<file path="src/rtl/serial_adder.sv">
// Bit-serial adder: one full-adder bit per clock, LSB first, WIDTH RUN cycles per operation.
// sum/cout update only on DONE entry; busy/done are registered decodes of the next state.
module serial_adder #(
    parameter int unsigned WIDTH = 8
) (
    input  logic             clk,
    input  logic             rst,
    input  logic             start,
    input  logic [WIDTH-1:0] a,
    input  logic [WIDTH-1:0] b,
    input  logic             cin,
    output logic [WIDTH-1:0] sum,
    output logic             cout,
    output logic             busy,
    output logic             done
);

    localparam int unsigned CW = (WIDTH > 2) ? $clog2(WIDTH) : 1;

    typedef enum logic [1:0] {
        IDLE = 2'd0,
        RUN  = 2'd1,
        DONE = 2'd2
    } state_t;

    state_t           state_q, state_d;
    logic [WIDTH-1:0] a_q, a_d;
    logic [WIDTH-1:0] b_q, b_d;
    logic [WIDTH-1:0] psum_q, psum_d;
    logic [WIDTH-1:0] sum_q, sum_d;
    logic [CW-1:0]    cnt_q, cnt_d;
    logic             carry_q, carry_d;
    logic             cout_q, cout_d;
    logic             busy_q, busy_d;
    logic             done_q, done_d;
    logic             s_bit, c_next;

    always_ff @(posedge clk or posedge rst) begin
        if (rst) begin
            state_q <= IDLE;
            a_q     <= '0;
            b_q     <= '0;
            psum_q  <= '0;
            sum_q   <= '0;
            cnt_q   <= '0;
            carry_q <= 1'b0;
            cout_q  <= 1'b0;
            busy_q  <= 1'b0;
            done_q  <= 1'b0;
        end else begin
            state_q <= state_d;
            a_q     <= a_d;
            b_q     <= b_d;
            psum_q  <= psum_d;
            sum_q   <= sum_d;
            cnt_q   <= cnt_d;
            carry_q <= carry_d;
            cout_q  <= cout_d;
            busy_q  <= busy_d;
            done_q  <= done_d;
        end
    end

    always_comb begin
        state_d = state_q;
        a_d     = a_q;
        b_d     = b_q;
        psum_d  = psum_q;
        sum_d   = sum_q;
        cnt_d   = cnt_q;
        carry_d = carry_q;
        cout_d  = cout_q;
        s_bit   = a_q[0] ^ b_q[0] ^ carry_q;
        c_next  = (a_q[0] & b_q[0]) | (carry_q & (a_q[0] ^ b_q[0]));

        unique case (state_q)
            IDLE: begin
                if (start) begin
                    a_d     = a;
                    b_d     = b;
                    carry_d = cin;
                    cnt_d   = '0;
                    psum_d  = '0;
                    state_d = RUN;
                end
            end
            RUN: begin
                a_d     = a_q >> 1;
                b_d     = b_q >> 1;
                psum_d  = {s_bit, psum_q[WIDTH-1:1]};
                carry_d = c_next;
                cnt_d   = cnt_q + CW'(1);
                if (cnt_q == CW'(WIDTH - 1)) begin
                    sum_d   = psum_d;
                    cout_d  = c_next;
                    state_d = DONE;
                end
            end
            DONE: begin
                state_d = IDLE;
            end
            default: begin
                state_d = IDLE;
            end
        endcase

        // Decoding the next state keeps busy/done registered yet aligned with the state.
        busy_d = (state_d == RUN);
        done_d = (state_d == DONE);
    end

    assign sum  = sum_q;
    assign cout = cout_q;
    assign busy = busy_q;
    assign done = done_q;

endmodule

</file>
<file path="config.mk">
export PLATFORM = sky130hd
export DESIGN_NAME = serial_adder
export DESIGN_NICKNAME = d
export VERILOG_FILES = /design/src/rtl/serial_adder.sv
export SDC_FILE = /design/constraint.sdc
export NUM_CORES = 1
export LEC_CHECK = 0
export CAP_MARGIN = 20
export CORE_ASPECT_RATIO = 1.75
export CORE_MARGIN = 5
export CORE_UTILIZATION = 35
export CTS_CLUSTER_DIAMETER = 150
export CTS_CLUSTER_SIZE = 25
export DETAILED_ROUTE_END_ITERATION = 8
export PLACE_DENSITY = 0.68
export SLEW_MARGIN = 10
export SYNTH_ARGS = -nofsm -noshare
export SYNTH_HDL_FRONTEND = slang
export SYNTH_SLANG_ARGS = --single-unit
</file>
<file path="constraint.sdc">
create_clock -name clk -period 3.9 [get_ports clk]
set_clock_uncertainty 0.1 [all_clocks]
set_input_delay 1.17 -clock clk [delete_from_list [all_inputs] [get_ports clk]]
set_output_delay 1.17 -clock clk [all_outputs]
set_load 0.01 [all_outputs]
</file>
==> impl_metrics.ini, run 1 <==
[floorplan]
fp.dieH_um = 106
num_rows = 34
die_area_um2 = 6830
ios = 31
initial_core_util_pct = 36.4
die_w_um = 64.6
core_um2 = 5020

[setup_path]
worst_setup_path_end_kind = flop
path_max_fanout = 18
reg2regPathDepth = 2
critical_path.max_stage_delay_ns = 0.71
setup.worst_path.class = in2reg
rrSetupSlack_ns = 1.74
r2r-start = state_q[0]
crit_slowest_cell = clkdlybuf4s50_1
worst_ep_required_time_ns = 3.94
cp.arrival_ns = 2.83
crit_chain = clkdlybuf4s50_1 -> o21bai_2 -> buf_4 -> a222oi_1
worstSetupStartpointType = input pin
r2r_end = carry_q

[synth]
async_reset_ff_share_pct = 100
synth_compound_area_share_pct = 17.9
yosysTopAreaCell = dfrtp_1
yosysWarnings = 0
synthesis.nets = 167
yosys.area.top_type_share_pct = 54.8
synth_top_family_by_area = compound AO/OA/AOI/OAI gates
synth_area_leaders = dfrtp_1, a22o_1, nor3b_1
syn_area_per_cell_um2 = 12.7
synthMuxAreaShare_pct = 5.13
synth_edf_count = 0
ys_seq_area_share_pct = 54.8
synth_xor_area_share_pct = 0
synth_area_um2 = 1830
ys_seq_elements = 40
synthAdderAreaFrac_pct = 2.46
synthSimpleGateAreaFrac_pct = 13.4
netlist_instances = 144
ys_types = 31
synth-main-ff-cell = dfrtp_1

[grt]
grt-ovfl-total = 0
grt_usage_pct = 11.4
antenna_found_initial = 0
grt_pass1_vias = 1235
grt_max_degree = 41
grt_pass1_wl_um = 6060

[sta]
maxSlewViolCount = 0
rsz0062_at_grt = no
fmax_ghz = 0.358
slew-limit-headroom_pct = 40.7
max_slew.worst_pin.slew_ns = 0.890
hold_viol_final = 0
fin_crit_sh_pct = 71.6
setup_slack_ns = 1.11
fin_tns_setup_ns = 0
setup_viol = 0
min_period_ns = 2.79

[min_path]
hold_class = reg2reg
hold_depth = 2
min_to = sum[7]
hold_start = sum[7]

[clocking]
htreeDepth = 2
clk_path_buf_depth = 2
postCtsSetupBuffers = 0
root_buffer = clkbuf_8
cts_tree = done
hold_buffers = 0
worstSkewPairLatency_ns = 0.29
cts.repair.resized = 0
clk_pin_slew_ns = 0.07
clock_sinks = 40
numCtsBuffers = 5

[pwr]
p_per_area_nw_per_um2 = 738
p_leak_nw = 1.00
ir_worst_vdd_mv = 0.181

[final_layout]
final_cell_mix = dfrtp_1, clkdlybuf4s50_1, inv_1, nor3b_1, a22o_1
n_fill_cell = 478
n_antenna_cell = 0
area_growth_pct = 22.2
layout-drive-gt1-share_pct = 15.0
multi_input_area_um2 = 712
register_area_um2 = 1000
fin_area_um2 = 2230
nets = 196
layout_commonest_cell = dfrtp_1

[detailed_routing]
antenna_left = 0
drc = 0
wirelength_um = 3630
wire_per_inst_um = 16.0
vias = 1217
vias_per_cell = 5.36
drt_iter0_markers = 52
first_pass_iters = 4

[placement]
post-place-ws_ns = 0.791
io_buffer_count = 30
place_area_um2 = 2140
gp_congestion = 0.719
dp_hpwl_um = 2520

[status]
status = finished, final reports clean

[run]
drv_cap = 0
-- registers in the layout, indices dropped and copies added (netlist names) --
signal   flops
state_q      2
carry_q      1
a_q          8
psum_q       7
b_q          8
done         1
busy         1
cnt_q        3
sum          8
cout         1
-- layout make-up --
class,count,share of cell area [%]
clock buffer,7,4.31
inverter,11,1.85
multi-input combinational,83,31.9
sequential,40,44.8
tap,54,3.03
timing repair buffer,32,14.1
-- worst max-delay path, delay by kind of cell --
family / cells / cell delay, ns
buffers and inverters: 2 / 1.00
AOI/OAI and AO/OA: 2 / 0.66
-- synthesized netlist by cell type (2+ instances only) --
| cell | n |
|---|---|
| dfrtp_1 | 40 |
| inv_1 | 11 |
| nor3b_1 | 11 |
| a22o_1 | 10 |
| a21oi_1 | 9 |
| nor2b_1 | 8 |
| nand2_1 | 6 |
| a221oi_2 | 5 |
| buf_2 | 5 |
| o22a_1 | 5 |
| mux2_4 | 4 |
| o21ai_0 | 4 |
| buf_6 | 3 |
| mux2_2 | 3 |
| a22oi_1 | 2 |
| buf_4 | 2 |
| ha_1 | 2 |
-- how the worst max path moves through the flow --
stage                     startpoint  endpoint  slack (ns)  cells past startpoint
after global routing           start   carry_q        0.98                      4
after CTS                      start    a_q[4]        1.11                      4
after floorplan                  rst    a_q[0]        1.71                      1
final                          start   carry_q        1.11                      4
after global placement         start   carry_q        0.88                      4
after detailed placement       start    a_q[4]        0.79                      4
-- layer usage --
layer,global-route usage [%],wire length [um],share of wire (%),up-vias
li1,-,-,-,574
met1,13.0,1480,41,607
met2,19.3,1870,52,29
met3,3.19,183,5.0,7
met4,5.45,91,2.5,0
met5,0,0,0,-
-- where the power goes --
group / leakage (nW) / switching (mW) / total [mW] / internal, mW
logic: 0.460 / 0.275 / 0.628 / 0.354
clock network: 0.0503 / 0.136 / 0.294 / 0.157
registers: 0.494 / 0.132 / 0.727 / 0.595
-- through the flow --
step                      power, mW  hold WS [ns]  util [%]  cells
after global placement         1.35         0.361      42.6    220
after CTS                      1.67         0.389      44.5    227
final                          1.65         0.384      44.5    227
after floorplan                1.18         0.362         -    144
after detailed placement       1.37         0.372      42.6    220
after global routing           1.76         0.413      44.5    227
-- cells by family after synthesis --
kind of cell             Yosys count
flip-flops                        40
AO/OA/AOI/OAI                     39
AND/OR/NAND/NOR                   34
buffers and inverters             21
multiplexers                       7
adder cells (fa/ha/maj)            3
No activity file was read; power rests on OpenSTA's default activity.
==> run 2, diff against run 1 <==
--- a/config.mk
+++ b/config.mk
@@ -12,7 +12,7 @@
 export CTS_CLUSTER_DIAMETER = 150
 export CTS_CLUSTER_SIZE = 25
 export DETAILED_ROUTE_END_ITERATION = 8
-export PLACE_DENSITY = 0.68
+export PLACE_DENSITY = 0.7
 export SLEW_MARGIN = 10
 export SYNTH_ARGS = -nofsm -noshare
 export SYNTH_HDL_FRONTEND = slang
==> constraint.sdc (replaced) <==
create_clock -name clk -period 2.56 [get_ports clk]
set_clock_uncertainty 0.1 [all_clocks]
set_input_delay 0.768 -clock clk [delete_from_list [all_inputs] [get_ports clk]]
set_output_delay 0.768 -clock clk [all_outputs]
set_load 0.01 [all_outputs]
==> impl_metrics.ini, run 2 (synthesis gave the netlist of run 1 again) <==
[status]
status = finished, final reports clean

[placement]
gp_congestion = 0.742
io_buffer_count = 30
dp_cells = 224
dp_hpwl_um = 2480
post-place-ws_ns = 0.299

[clocking]
hold_buffers = 0
root_buffer = clkbuf_8
postCtsSetupBuffers = 0
worstSkewPairLatency_ns = 0.29
cts_tree = done
htreeDepth = 2
cts.repair.resized = 0
clock_sinks = 40
clk_path_buf_depth = 2
numCtsBuffers = 5
clk_pin_slew_ns = 0.08

[setup_path]
reg2regPathDepth = 2
worstSetupStartpointType = flop
critical_path.max_stage_delay_ns = 0.55
setup.worst_path.class = reg2out
cpLargestDelayFamily = buffers and inverters
worst_ep_required_time_ns = 1.69
path_buf_inv = 1
worst_setup_path_end_kind = primary output
cp_num_cells = 1
crit_slowest_cell = clkdlybuf4s50_1
cp.arrival_ns = 1.20
path_max_fanout = 2
crit_chain = clkdlybuf4s50_1

[grt]
grt_usage_pct = 11.4
grt_pass1_wl_um = 6090
grt_max_degree = 41
grt-ovfl-total = 0
antenna_found_initial = 0
grt_pass1_vias = 1258

[floorplan]
die_area_um2 = 6830
ios = 31
fp.dieH_um = 106
num_rows = 34
initial_core_util_pct = 36.4
core_um2 = 5020
die_w_um = 64.6

[pwr]
p_per_area_nw_per_um2 = 1140
finalPower_mw = 2.61
ir_worst_vdd_mv = 0.494
p_leak_nw = 1.03

[final_layout]
nets = 200
layout_commonest_cell = dfrtp_1
final_cell_mix = dfrtp_1, clkdlybuf4s50_1, inv_1, nor3b_1, a22o_1
layout-drive-gt1-share_pct = 17.4
n_antenna_cell = 0
area_growth_pct = 24.6
final-instance-count-excl-fill = 232

[sta]
setup_viol = 0
fin_tns_setup_ns = 0
hold_viol_final = 0
hold_slack_ns = 0.395
slew-limit-headroom_pct = 45.2
rsz0062_at_grt = no
setup_slack_ns = 0.495
maxSlewViolCount = 0
max_slew.worst_pin.slew_ns = 0.820
fin_crit_sh_pct = 80.7
min_period_ns = 2.07
fmax_ghz = 0.484

[detailed_routing]
wirelength_um = 3550
vias = 1229
drc = 0
vias_per_cell = 5.30
first_pass_iters = 4
drt_iter0_markers = 38
wire_per_inst_um = 15.3
antenna_left = 0

[min_path]
hold_depth = 2
hold_class = reg2reg

[run]
drv_cap = 0
[run 2: cell types whose count changed in the layout (fill, tap and decap cells not counted), sizes merged]
cell / before / now
buf: 2 / 6
bufinv: 0 / 1
clkbuf: 7 / 5
clkinv: 0 / 1
clkinvlp: 0 / 1
[run 2: report_power, final]
part / internal (mW) / switching (mW)
clock: 0.288 / 0.226
combinational: 0.555 / 0.476
sequential: 0.908 / 0.154
[run 2: layout make-up]
| class | instances | area (um2) |
|---|---|---|
| clock buffers | 5 | 68.8 |
| clock inverters | 3 | 42.5 |
| fillers | 481 | 2740 |
| inverters | 11 | 41.3 |
| multi-input cells | 83 | 712 |
| flip-flops and latches | 40 | 1000 |
| well taps | 54 | 67.6 |
| repair buffers | 36 | 345 |
[run 2: through the flow]
step                      utilization, %  cell area, um2
after floorplan                        -            1830
after global placement              43.2            2170
after detailed placement            43.2            2170
after CTS                           45.4            2280
after global routing                45.4            2280
final                               45.4            2280
[run 2: worst paths after layout]
kind                             end       start  slack [ns]
hold / removal                sum[7]      sum[7]        0.39
setup reg to reg             carry_q  state_q[1]        0.77
hold reg to reg               sum[7]      sum[7]        0.39
setup / recovery              sum[0]      sum[0]        0.49
max in group asynchronous  psum_q[6]         rst        1.21
min in group asynchronous     sum[1]         rst        0.79
[run 2: metal layers]
metal,vias up,global-route usage [%],routed length [um]
li1,581,-,-
met1,612,13.6,1450
met2,30,19.4,1860
met3,6,2.88,162
met4,0,4.54,68
met5,-,0,0
